--- config.mk ---
export PLATFORM = sky130hd
export DESIGN_NAME = fetch_seq_flat
export DESIGN_NICKNAME = d
export VERILOG_FILES = /design/src/rtl/fetch_seq_if.sv /design/src/rtl/fetch_seq.sv /design/src/flat_wrapper.sv
export SDC_FILE = /design/constraint.sdc
export NUM_CORES = 1
export LEC_CHECK = 0
export CORE_UTILIZATION = 65
export CTS_BUF_LIST = sky130_fd_sc_hd__clkbuf_4 sky130_fd_sc_hd__clkbuf_8
export CTS_CLUSTER_DIAMETER = 120
export CTS_CLUSTER_SIZE = 10
export DETAILED_ROUTE_END_ITERATION = 10
export DONT_BUFFER_PORTS = 1
export GPL_TIMING_DRIVEN = 0
export HOLD_SLACK_MARGIN = 0.12
export PLACE_DENSITY = 0.82
export SLEW_MARGIN = 20
export SYNTH_ARGS = -nofsm -noshare
export SYNTH_HDL_FRONTEND = slang
export SYNTH_SLANG_ARGS = --single-unit
--- constraint.sdc ---
create_clock -name clk -period 5.1 [get_ports clk]
set_input_delay 0.51 -clock clk [delete_from_list [all_inputs] [get_ports clk]]
set_output_delay 0.51 -clock clk [all_outputs]
set_load 0.02 [all_outputs]
--- src/rtl/fetch_seq_if.sv ---
// Fetch-stage bundle: instruction memory request/ack bus, redirect inputs
// and the IF/ID slot outputs toward decode.
interface fetch_seq_if;
   logic        stall;
   logic        br_valid;
   logic [31:0] br_target;
   logic        imem_req;
   logic [31:0] imem_addr;
   logic        imem_ack;
   logic [31:0] imem_rdata;
   logic        if_valid;
   logic [31:0] if_pc;
   logic [31:0] if_instr;
   logic        misalign;

   modport master (
      input  stall, br_valid, br_target, imem_ack, imem_rdata,
      output imem_req, imem_addr, if_valid, if_pc, if_instr, misalign
   );

   modport slave (
      output stall, br_valid, br_target, imem_ack, imem_rdata,
      input  imem_req, imem_addr, if_valid, if_pc, if_instr, misalign
   );
endinterface

--- src/rtl/fetch_seq.sv ---
// Instruction fetch sequencer: one outstanding memory request, a single
// IF/ID slot, and branch redirects that squash in-flight data.
module fetch_seq #(
   parameter logic [31:0] RESET_PC = 32'h0000_3000,
   parameter logic [31:0] PC_STEP  = 32'd4
) (
   input  logic        clk,
   input  logic        rst_n,
   fetch_seq_if.master bus
);

   typedef enum logic [1:0] {ST_BOOT, ST_REQ, ST_DROP} state_t;

   state_t      state_q, state_d;
   logic [31:0] pc_q, pc_d;
   logic [31:0] old_q, old_d;
   logic [31:0] if_pc_q, if_pc_d;
   logic [31:0] if_instr_q, if_instr_d;
   logic        if_valid_q, if_valid_d;
   logic        misalign_q, misalign_d;

   logic        free;
   logic        req;
   logic [31:0] br_pc;

   always_ff @(posedge clk or negedge rst_n) begin
      if (!rst_n) begin
         state_q    <= ST_BOOT;
         pc_q       <= RESET_PC;
         old_q      <= 32'd0;
         if_pc_q    <= 32'd0;
         if_instr_q <= 32'd0;
         if_valid_q <= 1'b0;
         misalign_q <= 1'b0;
      end else begin
         state_q    <= state_d;
         pc_q       <= pc_d;
         old_q      <= old_d;
         if_pc_q    <= if_pc_d;
         if_instr_q <= if_instr_d;
         if_valid_q <= if_valid_d;
         misalign_q <= misalign_d;
      end
   end

   always_comb begin
      free  = !if_valid_q || !bus.stall;
      req   = (state_q == ST_DROP) || ((state_q == ST_REQ) && free);
      br_pc = {bus.br_target[31:2], 2'b00};

      state_d    = state_q;
      pc_d       = pc_q;
      old_d      = old_q;
      if_pc_d    = if_pc_q;
      if_instr_d = if_instr_q;
      // A slot consumed by decode this cycle empties unless refilled below.
      if_valid_d = if_valid_q && bus.stall;
      misalign_d = bus.br_valid && (bus.br_target[1:0] != 2'b00);

      case (state_q)
         ST_BOOT: begin
            state_d = ST_REQ;
            if (bus.br_valid) begin
               pc_d       = br_pc;
               if_valid_d = 1'b0;
            end
         end
         ST_REQ: begin
            if (bus.br_valid) begin
               pc_d       = br_pc;
               if_valid_d = 1'b0;
               // Request already on the bus must still complete; its data is squashed.
               if (req && !bus.imem_ack) begin
                  state_d = ST_DROP;
                  old_d   = pc_q;
               end
            end else if (req && bus.imem_ack) begin
               if_pc_d    = pc_q;
               if_instr_d = bus.imem_rdata;
               if_valid_d = 1'b1;
               pc_d       = pc_q + PC_STEP;
            end
         end
         ST_DROP: begin
            if (bus.br_valid) begin
               pc_d       = br_pc;
               if_valid_d = 1'b0;
            end
            if (bus.imem_ack) begin
               state_d = ST_REQ;
            end
         end
         default: state_d = ST_BOOT;
      endcase
   end

   assign bus.imem_req  = req;
   assign bus.imem_addr = (state_q == ST_DROP) ? old_q : pc_q;
   assign bus.if_valid  = if_valid_q;
   assign bus.if_pc     = if_pc_q;
   assign bus.if_instr  = if_instr_q;
   assign bus.misalign  = misalign_q;

endmodule

--- src/flat_wrapper.sv ---
// flat-port wrapper written by rule: the top's interface ports become plain ports
module fetch_seq_flat 
#(
   parameter logic [31:0] RESET_PC = 32'h0000_3000,
   parameter logic [31:0] PC_STEP  = 32'd4
)
  (clk, rst_n, bus_stall, bus_br_valid, bus_br_target, bus_imem_ack, bus_imem_rdata, bus_imem_req, bus_imem_addr, bus_if_valid, bus_if_pc, bus_if_instr, bus_misalign);
  fetch_seq_if bus_i ();
  input  logic clk;
  input  logic rst_n;
  input wire logic [$bits(bus_i.stall)-1:0] bus_stall;
  input wire logic [$bits(bus_i.br_valid)-1:0] bus_br_valid;
  input wire logic [$bits(bus_i.br_target)-1:0] bus_br_target;
  input wire logic [$bits(bus_i.imem_ack)-1:0] bus_imem_ack;
  input wire logic [$bits(bus_i.imem_rdata)-1:0] bus_imem_rdata;
  output wire logic [$bits(bus_i.imem_req)-1:0] bus_imem_req;
  output wire logic [$bits(bus_i.imem_addr)-1:0] bus_imem_addr;
  output wire logic [$bits(bus_i.if_valid)-1:0] bus_if_valid;
  output wire logic [$bits(bus_i.if_pc)-1:0] bus_if_pc;
  output wire logic [$bits(bus_i.if_instr)-1:0] bus_if_instr;
  output wire logic [$bits(bus_i.misalign)-1:0] bus_misalign;
  assign bus_i.stall = bus_stall;
  assign bus_i.br_valid = bus_br_valid;
  assign bus_i.br_target = bus_br_target;
  assign bus_i.imem_ack = bus_imem_ack;
  assign bus_i.imem_rdata = bus_imem_rdata;
  assign bus_imem_req = bus_i.imem_req;
  assign bus_imem_addr = bus_i.imem_addr;
  assign bus_if_valid = bus_i.if_valid;
  assign bus_if_pc = bus_i.if_pc;
  assign bus_if_instr = bus_i.if_instr;
  assign bus_misalign = bus_i.misalign;
  fetch_seq #(.RESET_PC(RESET_PC), .PC_STEP(PC_STEP)) u_core (.clk(clk), .rst_n(rst_n), .bus(bus_i));
endmodule
Yosys cells after proc, flatten, opt, wreduce, memory -nomap -nowiden. Cells that the tools add are included.

Register bits: 132. Input port bits: 69. Output and inout bits: 99. Word-level logic and storage cells: 47.

Add/subtract/negate cells: 1. Equality and inequality tests: 7. Multiplexer cells: 13. Bitwise gates (word level): 1. Reductions and logical operators: 18.

Operator list (number): 32-bit 2-to-1 mux (4); 32-bit one-hot mux with 2 select lines (1); 32-bit by 3-bit adder with 32-bit output, second input constant (1); 3-bit AND reduction (4); 2-bit 2-to-1 mux (3); 2-bit != test, second input constant (3); 2-bit one-hot mux with 3 select lines (1); 1-bit logical AND (5); 2-bit nonzero test (2); 1-bit zero test (3); 1-bit 2-to-1 mux (3); 3-bit != test, second input constant (1); 2-bit by 1-bit == test with 1-bit output, second input constant (1); 2-bit == test, second input constant (1); 2-bit zero test (1); 1-bit logical OR (2); 2-bit by 1-bit != test with 1-bit output, second input constant (1); 1-bit one-hot mux with 2 select lines (1); 2-bit OR reduction (1); 1-bit NOT (1).

Logic depth before layout (Yosys ltp). Gate-level depths: netlist (run 1).

Depth after elaboration: 8. Gate-level depth with buffers: 8. Depth with buffers taken out: 6.

Worst setup path after synthesis (run 1). No wires, ideal clock.

Kind: register to output. From: register u_core.state_q[0]. To: output port bus_imem_addr[18]. Data arrival time: 1.396 ns. Data required time: 4.590 ns. Slack: 3.194 ns. Stages on the path, launching flop included: 6. Path buffers: 3. Path through: dfrtp_1 -> buf_2 -> nand2b_1 -> clkbuf_1 -> buf_2 -> mux2_1.

Longest elaborated chain between the ends: 2.

RTL lines: start, declared (line fetch_seq.sv:14) `state_t state_q, state_d;`; start signal, assigned (line fetch_seq.sv:36) `state_q <= state_d;`; 2-bit == test (line fetch_seq.sv:98) `assign bus.imem_addr = (state_q == ST_DROP) ? old_q : pc_q;`; 32-bit 2-to-1 mux (line fetch_seq.sv:98); end, declared (line flat_wrapper.sv:17) `output wire logic [$bits(bus_i.imem_addr)-1:0] bus_imem_addr;`.

No other way between the ends.

Worst setup path in the final report (run 1). Ends and elaborated chain as after synthesis.

==> results of run 1 <==
registers in the layout, indices dropped and copies added, names as in the netlist:
name and flops:
u_core.bus.if_instr 32, u_core.bus.if_pc 30, u_core.old_q 30, u_core.pc_q 30, u_core.state_q 2, u_core.bus.if_valid 1, u_core.bus.misalign 1
worst register-to-register path, stage by stage, from the launching register on:
cell and delay [ps]:
sky130_fd_sc_hd__dfrtp_1 480, sky130_fd_sc_hd__nand2_1 170, sky130_fd_sc_hd__a31oi_1 120, sky130_fd_sc_hd__a21oi_1 590
sky130_fd_sc_hd__clkbuf_1 520, sky130_fd_sc_hd__a22oi_1 180
cell usage in the layout (no fill, tap or decap), drive strengths merged, types with 3 or more instances in the layout:
cell type	netlist	final
a21oi	32	32
nor3	11	11
a31oi	5	5
a2bb2oi	8	8
clkinv	0	5
mux2	120	120
nand2	28	28
and3	7	7
o22ai	12	12
and2	3	3
o21ai	21	21
clkinvlp	0	3
conb	1	4
nand2b	4	4
dfrtp	124	124
a21o	3	3
buf	33	34
o22a	3	3
clkbuf	12	33
nor2	14	14
bufinv	0	3
nand4	10	10
and4	8	8
nand3	14	14
inv	7	7
worst paths after layout:
kind / endpoint / cells after the start
setup / recovery: bus_imem_addr[18] / 5
setup reg to reg: u_core.pc_q[4] / 5
max in group asynchronous: u_core.old_q[21] / 2
min in group asynchronous: u_core.bus.if_pc[10] / 2
hold reg to reg: u_core.old_q[31] / 1
hold / removal: u_core.state_q[1] / 1
cell type report:
| type | instances | area share |
|---|---|---|
| clock buffers | 21 | 0.0408 |
| multi-input cells | 329 | 0.393 |
| clock inverters | 11 | 0.0214 |
| flip-flops and latches | 126 | 0.477 |
| repair buffers | 2 | 0.00567 |
| well taps | 108 | 0.0204 |
| plain buffers | 45 | 0.0380 |
| inverters | 7 | 0.00397 |
power breakdown:
part	internal, W	switching, W	total [W]	leakage, nW
Clock	0.000509	0.000382	0.000891	0.206
Combinational	0.000495	0.000541	0.00104	1.08
Sequential	0.00142	0.000587	0.00200	1.45
Total	0.00242	0.00151	0.00393	2.73
what timing repair did:
item                                   CTS  global route
hold buffers                             2             0
endpoints found under the hold margin  126             0
buffers inserted                         0             0
kinds of logic (layout without fill, tap and decap cells):
kind of cell             count (synthesis)  in the layout  share of synthesized area
AO/OA/AOI/OAI                           97             97                     0.0997
adder cells (fa/ha/maj)                  1              1                    0.00208
buffers and inverters                   52             86                     0.0461
flip-flops                             126            126                      0.524
multiplexers                           121            121                      0.226
other                                    1              4                   0.000623
AND/OR/NAND/NOR                        106            106                      0.101
routing by layer:
| layer | global-route usage | up-vias |
|---|---|---|
| met2 | 0.457 | 238 |
| met5 | 0 | - |
| met1 | 0.393 | 2134 |
| met3 | 0.0866 | 40 |
| met4 | 0.157 | 0 |
| li1 | - | 1878 |
metrics by stage:
step           instance area [sq um]   util  instances  hold WS (ps)
2_1_floorplan                   6030      -        507           214
3_3_place_gp                    6170  0.697        615           217
3_5_place_dp                    6170  0.697        615           218
4_1_cts                         6620  0.748        649           162
5_1_grt                         6620  0.748        649           160
6_report                        6620  0.748        649           181
==> impl_metrics.xml, run 1 <==
<?xml version="1.0" encoding="UTF-8"?>
<metrics>
  <group name="cells_and_area">
    <metric name="finish.net_count" unit="">598</metric>
    <metric name="fraction_of_final_layout_cells_sized_beyond_drive_strength_1" unit="">0.370</metric>
    <metric name="flow.area_growth_from_synthesis" unit="%">9.89</metric>
    <metric name="nFillCells" unit="">587</metric>
    <metric name="area.sequential" unit="sq um">3160</metric>
    <metric name="antennaDiodeCount" unit="">0</metric>
    <metric name="multi_input_logic_area" unit="sq um">2600</metric>
  </group>
  <group name="synthesis">
    <metric name="synth_seq_cells" unit="">126</metric>
    <metric name="post-synth-top-count-cell" unit="">sky130_fd_sc_hd__dfrtp_1</metric>
    <metric name="synth_top_area_share" unit="">0.515</metric>
    <metric name="synthArstFlopShare" unit="">1.00</metric>
    <metric name="synth_seq_area_share" unit="">0.524</metric>
    <metric name="synth_cell_types" unit="">53</metric>
    <metric name="synthTopCellsByCount" unit="">124 x sky130_fd_sc_hd__dfrtp_1, 119 x sky130_fd_sc_hd__mux2_2, 32 x sky130_fd_sc_hd__a21oi_1</metric>
    <metric name="synth.cell_area" unit="sq um">6020</metric>
    <metric name="syn-mean-instance-area" unit="sq um">11.9</metric>
    <metric name="synth_top_cell_by_area" unit="">sky130_fd_sc_hd__dfrtp_1</metric>
    <metric name="synth_flop_cell" unit="">sky130_fd_sc_hd__dfrtp_1</metric>
    <metric name="synthCells" unit="">504</metric>
    <metric name="yosysWarningCount" unit="">0</metric>
    <metric name="synth.area.top_cells" unit="">sky130_fd_sc_hd__dfrtp_1 52%, sky130_fd_sc_hd__mux2_2 22%, sky130_fd_sc_hd__a21oi_1 2.7%</metric>
    <metric name="synth_enable_flop_cells" unit="">0</metric>
  </group>
  <group name="pwr">
    <metric name="ir_worst_vdd" unit="mV">0.317</metric>
    <metric name="power.leakage" unit="nW">2.73</metric>
    <metric name="power_density" unit="nW/um^2">594</metric>
    <metric name="post-layout-total-power" unit="W">0.00393</metric>
  </group>
  <group name="clocking">
    <metric name="cts_max_path_buffers" unit="">2</metric>
    <metric name="cts_buffers" unit="">17</metric>
    <metric name="cts-htree-levels" unit="">4</metric>
    <metric name="cts-resized-gates" unit="">0</metric>
    <metric name="cts-root-buf" unit="">sky130_fd_sc_hd__clkbuf_8</metric>
    <metric name="clock_latency" unit="ps">430</metric>
    <metric name="cts_num_sinks" unit="">126</metric>
    <metric name="clk_pin_slew_worst_paths" unit="ps">70</metric>
    <metric name="cts_tree" unit="">built</metric>
  </group>
  <group name="hold_path">
    <metric name="min-delay-start" unit="">bus_imem_ack</metric>
    <metric name="worstHoldPathType" unit="">in2reg</metric>
  </group>
  <group name="detailed_routing">
    <metric name="detailroute.wirelength.met3" unit="microns">1230</metric>
    <metric name="routed-via-count" unit="">4290</metric>
    <metric name="first_pass_iters" unit="">8</metric>
    <metric name="postRouteAntennaNets" unit="">0</metric>
    <metric name="drt-initial-drc-count" unit="">326</metric>
    <metric name="highest-signal-layer" unit="">met4</metric>
    <metric name="wl_met1" unit="microns">5510</metric>
    <metric name="wl_per_cell" unit="microns">21.1</metric>
    <metric name="drt-vias-per-instance" unit="">6.61</metric>
    <metric name="drc_errors" unit="">8</metric>
    <metric name="met2RoutedLength" unit="microns">6550</metric>
    <metric name="routed_wl" unit="microns">13700</metric>
  </group>
  <group name="grt">
    <metric name="grt_remaining_overflow" unit="">0</metric>
    <metric name="first_global_vias" unit="">4290</metric>
    <metric name="grt_first_pass_wirelength" unit="microns">21900</metric>
    <metric name="antenna_violations_before_repair" unit="">0</metric>
    <metric name="grt_util_all_layers" unit="">0.300</metric>
    <metric name="grt_max_degree" unit="">127</metric>
  </group>
  <group name="setup_path">
    <metric name="r2r_setup_slack" unit="ps">2900</metric>
    <metric name="timing.critical_path.cells" unit="">buf_2, nand2b_1, clkbuf_1, buf_2, mux2_1</metric>
    <metric name="critical_path.slowest_cell" unit="">sky130_fd_sc_hd__mux2_1</metric>
    <metric name="critical_path_buf_inv_count" unit="">3</metric>
    <metric name="startpoint" unit="">u_core.state_q[0]</metric>
    <metric name="r2r_start" unit="">u_core.bus.if_valid</metric>
    <metric name="critical_path_endpoint_category" unit="">primary output</metric>
    <metric name="path_max_fanout" unit="">10</metric>
    <metric name="cpMostUsedCell" unit="">sky130_fd_sc_hd__buf_2</metric>
    <metric name="timing.critical_path.slowest_cell_delay" unit="ps">450</metric>
    <metric name="worst-endpoint-arrival" unit="ps">2120</metric>
    <metric name="timing_worst_setup_path_type" unit="">reg2out</metric>
    <metric name="critical_path.startpoint_type" unit="">flop</metric>
    <metric name="critical-path-top-delay-family" unit="">buffers and inverters</metric>
    <metric name="critPathRequiredTime" unit="ps">4590</metric>
  </group>
  <group name="floorplan">
    <metric name="floorplan.core_area" unit="sq um">8850</metric>
    <metric name="fp-row-count" unit="">34</metric>
    <metric name="ios" unit="">168</metric>
    <metric name="floorplan.die_area" unit="sq um">9650</metric>
    <metric name="initial_utilization" unit="">0.681</metric>
    <metric name="chipWidth" unit="microns">98.3</metric>
    <metric name="die_h" unit="microns">98.3</metric>
  </group>
  <group name="timing">
    <metric name="drv_slew" unit="">0</metric>
    <metric name="timing.final.hold_violations" unit="">0</metric>
    <metric name="max_slew.worst_pin.slew" unit="ps">726</metric>
    <metric name="maxSlewHeadroom" unit="">0.516</metric>
    <metric name="timing.final.ws_setup" unit="ps">2470</metric>
    <metric name="setup-violations-final" unit="">0</metric>
    <metric name="final.setup.tns" unit="ps">0</metric>
    <metric name="period_needed" unit="ps">2630</metric>
    <metric name="fin_skew" unit="ps">5.96</metric>
    <metric name="period_utilization_post_route" unit="">0.515</metric>
    <metric name="rsz0062_at_grt" unit="">false</metric>
    <metric name="clock.fmax" unit="MHz">381</metric>
  </group>
  <group name="run_status">
    <metric name="status" unit="">finished, violations left</metric>
    <metric name="failed_checks" unit="">design-rule violations</metric>
  </group>
  <group name="place">
    <metric name="placement.setup.worst_slack" unit="ps">2850</metric>
    <metric name="gp_congestion" unit="">0.901</metric>
    <metric name="io_buffers" unit="">0</metric>
    <metric name="post_dp_hpwl" unit="microns">9560</metric>
  </group>
  <group name="job">
    <metric name="drv.max_cap_violation_count" unit="">0</metric>
  </group>
</metrics>
Note: power is estimated with default switching activity, not from simulation.
==> inputs of run 2 (changes only) <==
--- a/config.mk
+++ b/config.mk
@@ -5,7 +5,7 @@
 export SDC_FILE = /design/constraint.sdc
 export NUM_CORES = 1
 export LEC_CHECK = 0
-export CORE_UTILIZATION = 65
+export CORE_UTILIZATION = 60
 export CTS_BUF_LIST = sky130_fd_sc_hd__clkbuf_4 sky130_fd_sc_hd__clkbuf_8
 export CTS_CLUSTER_DIAMETER = 120
 export CTS_CLUSTER_SIZE = 10
@@ -13,7 +13,7 @@
 export DONT_BUFFER_PORTS = 1
 export GPL_TIMING_DRIVEN = 0
 export HOLD_SLACK_MARGIN = 0.12
-export PLACE_DENSITY = 0.82
+export PLACE_DENSITY = 0.8
 export SLEW_MARGIN = 20
 export SYNTH_ARGS = -nofsm -noshare
 export SYNTH_HDL_FRONTEND = slang
==> constraint.sdc (replaced) <==
create_clock -name clk -period 2.3 [get_ports clk]
set_input_delay 0.23 -clock clk [delete_from_list [all_inputs] [get_ports clk]]
set_output_delay 0.23 -clock clk [all_outputs]
set_load 0.02 [all_outputs]
==> run 2 against run 1 <==
- the flow finishes with violations (negative hold slack)
- die area grew 8.2%
- first-iteration DRC count shrank 3.7%
- count of clock-buffer cells in the layout shrank 3
- utilization is essentially flat
- register-to-register slack lost 2800 ps
- critical path depth grew 1
- total power grew 130%
- via count grew 6.7%
- routed wire length grew 13%
- global-route usage grew 0.85 points
- cell area grew 9.9%
==> impl_metrics.xml, run 2 (synthesis results as in run 1) <==
<?xml version="1.0" encoding="UTF-8"?>
<metrics>
  <group name="detailed_routing">
    <metric name="postRouteAntennaNets" unit="">0</metric>
    <metric name="routed_wl" unit="microns">15500</metric>
    <metric name="drt-vias-per-instance" unit="">6.22</metric>
    <metric name="drc_errors" unit="">0</metric>
    <metric name="drt-initial-drc-count" unit="">314</metric>
    <metric name="wl_per_cell" unit="microns">21.1</metric>
    <metric name="first_pass_iters" unit="">5</metric>
    <metric name="routed-via-count" unit="">4577</metric>
  </group>
  <group name="setup_path">
    <metric name="critPathRequiredTime" unit="ps">2630</metric>
    <metric name="worst-endpoint-arrival" unit="ps">2520</metric>
    <metric name="path_max_fanout" unit="">10</metric>
    <metric name="startpoint" unit="">u_core.state_q[1]</metric>
    <metric name="cells_on_worst_reg2reg_path" unit="">6</metric>
    <metric name="critical_path.startpoint_type" unit="">flop</metric>
    <metric name="critical_path_endpoint_category" unit="">flop</metric>
    <metric name="timing_worst_setup_path_type" unit="">reg2reg</metric>
    <metric name="r2r_setup_slack" unit="ps">110</metric>
    <metric name="r2r_start" unit="">u_core.state_q[1]</metric>
    <metric name="regToRegEndpoint" unit="">u_core.bus.if_instr[11]</metric>
  </group>
  <group name="floorplan">
    <metric name="die_h" unit="microns">102</metric>
    <metric name="floorplan.core_area" unit="sq um">9730</metric>
    <metric name="fp-row-count" unit="">36</metric>
    <metric name="initial_utilization" unit="">0.619</metric>
    <metric name="floorplan.die_area" unit="sq um">10400</metric>
    <metric name="ios" unit="">168</metric>
    <metric name="chipWidth" unit="microns">102</metric>
  </group>
  <group name="hold_path">
    <metric name="worstHoldPathType" unit="">in2async</metric>
  </group>
  <group name="cells_and_area">
    <metric name="instances_no_fill" unit="">736</metric>
    <metric name="flow.area_growth_from_synthesis" unit="%">20.8</metric>
    <metric name="finish.net_count" unit="">660</metric>
    <metric name="mostFrequentLayoutCell" unit="">sky130_fd_sc_hd__dfrtp_1</metric>
    <metric name="antennaDiodeCount" unit="">0</metric>
    <metric name="commonest_non_fill_non_tap_cells_in_the_layout" unit="">124 x sky130_fd_sc_hd__dfrtp_1, 119 x sky130_fd_sc_hd__mux2_2, 65 x sky130_fd_sc_hd__dlygate4sd3_1, 32 x sky130_fd_sc_hd__a21oi_1, 28 x sky130_fd_sc_hd__nand2_1</metric>
    <metric name="fraction_of_final_layout_cells_sized_beyond_drive_strength_1" unit="">0.332</metric>
    <metric name="largest_register_ffs" unit="">32</metric>
  </group>
  <group name="timing">
    <metric name="setup-violations-final" unit="">0</metric>
    <metric name="clock.fmax" unit="MHz">457</metric>
    <metric name="fin_skew" unit="ps">9.78</metric>
    <metric name="maxSlewHeadroom" unit="">0.557</metric>
    <metric name="period_needed" unit="ps">2190</metric>
    <metric name="max_slew.worst_pin.slew" unit="ps">665</metric>
    <metric name="timing.final.hold_violations" unit="">126</metric>
    <metric name="period_utilization_post_route" unit="">0.952</metric>
    <metric name="final.hold.worst_slack" unit="ps">-522</metric>
    <metric name="rsz0062_at_grt" unit="">false</metric>
    <metric name="drv_slew" unit="">0</metric>
  </group>
  <group name="grt">
    <metric name="first_global_vias" unit="">4691</metric>
    <metric name="grt_util_all_layers" unit="">0.308</metric>
    <metric name="grt_remaining_overflow" unit="">0</metric>
    <metric name="grt_max_degree" unit="">127</metric>
    <metric name="grt_first_pass_wirelength" unit="microns">23900</metric>
    <metric name="antenna_violations_before_repair" unit="">0</metric>
  </group>
  <group name="clocking">
    <metric name="clk_pin_slew_worst_paths" unit="ps">80</metric>
    <metric name="hold_buffers" unit="">65</metric>
    <metric name="cts_buffers" unit="">17</metric>
    <metric name="cts_max_path_buffers" unit="">2</metric>
    <metric name="post_cts_repair_setup_buffers" unit="">0</metric>
    <metric name="cts_num_sinks" unit="">126</metric>
    <metric name="cts-htree-levels" unit="">4</metric>
    <metric name="clock_latency" unit="ps">440</metric>
    <metric name="cts_tree" unit="">built</metric>
    <metric name="cts-root-buf" unit="">sky130_fd_sc_hd__clkbuf_8</metric>
  </group>
  <group name="place">
    <metric name="io_buffers" unit="">0</metric>
    <metric name="post_dp_hpwl" unit="microns">9630</metric>
    <metric name="dpl.cell_count" unit="">640</metric>
    <metric name="gp_congestion" unit="">0.871</metric>
  </group>
  <group name="job">
    <metric name="drv.max_cap_violation_count" unit="">0</metric>
  </group>
  <group name="run_status">
    <metric name="status" unit="">finished, violations left</metric>
    <metric name="failed_checks" unit="">negative hold slack</metric>
  </group>
  <group name="pwr">
    <metric name="power.leakage" unit="nW">2.99</metric>
    <metric name="post-layout-total-power" unit="W">0.00886</metric>
    <metric name="power_density" unit="nW/um^2">1220</metric>
    <metric name="ir_worst_vdd" unit="mV">0.603</metric>
  </group>
</metrics>
[run 2: changes by cell type in the layout (fill, tap and decap cells not counted), sizes merged]
cell         before  now
clkbuf           33   29
inv               7    8
dlygate4sd3       1   65
clkinv            5    7
buf              34   33
[run 2: where the power goes]
part	total [W]	leakage, nW	switching (W)	internal (W)
Clock	0.00201	0.205	0.000912	0.00110
Sequential	0.00447	1.45	0.00133	0.00314
Combinational	0.00238	1.34	0.00121	0.00117
Total	0.00886	2.99	0.00346	0.00541
[run 2: worst max path at each step]
stage                                    to  cells after the start
CTS                       bus_imem_addr[18]                      5
global placement    u_core.bus.if_instr[10]                      6
finish              u_core.bus.if_instr[11]                      6
detailed placement  u_core.bus.if_instr[13]                      6
floorplan           u_core.bus.if_instr[10]                      6
global route              bus_imem_addr[18]                      4
[run 2: routing by layer]
metal  GRT usage  vias up  part of all wire
met5           0        -                 0
met2       0.491      254              0.50
met3      0.0889       33             0.084
met4       0.153        0             0.026
met1       0.386     2286              0.39
li1            -     2004                 -
[run 2: metrics by stage]
step	setup TNS [ps]	utilization	hold WS, ps	area (sq um)	setup WS, ps
6_report	0	0.747	-522	7270	110
2_1_floorplan	0	-	-65.6	6030	545
3_5_place_dp	0	0.637	-62.7	6200	187
3_3_place_gp	0	0.637	-62.1	6200	222
5_1_grt	0	0.747	-547	7270	14.4
4_1_cts	-6.11	0.748	-536	7270	-6.11
[run 2: final cells by class]
class                           instances  area, sq um
Clock inverter                         14          168
Sequential cell                       126         3160
Inverter                                7         26.3
Clock buffer                           18          248
Buffer                                 44          255
Tap cell                              133          166
Fill cell                             644         2460
Multi-Input combinational cell        329         2600
Timing Repair Buffer                   65          651
[run 2: critical path, cell delays in order, from the launching register on]
cell                       delay, ps
sky130_fd_sc_hd__dfrtp_1         360
sky130_fd_sc_hd__buf_2           170
sky130_fd_sc_hd__nand2b_4        170
sky130_fd_sc_hd__nor4b_4         360
sky130_fd_sc_hd__buf_2           350
sky130_fd_sc_hd__buf_2           310
sky130_fd_sc_hd__mux2_2          360
[run 2: what timing repair did]
action                                  in CTS  in global routing
gates cloned                                 0                  0
endpoints found under the setup margin      28                 28
hold endpoints to repair                   193                126
resized for setup                            3                  1
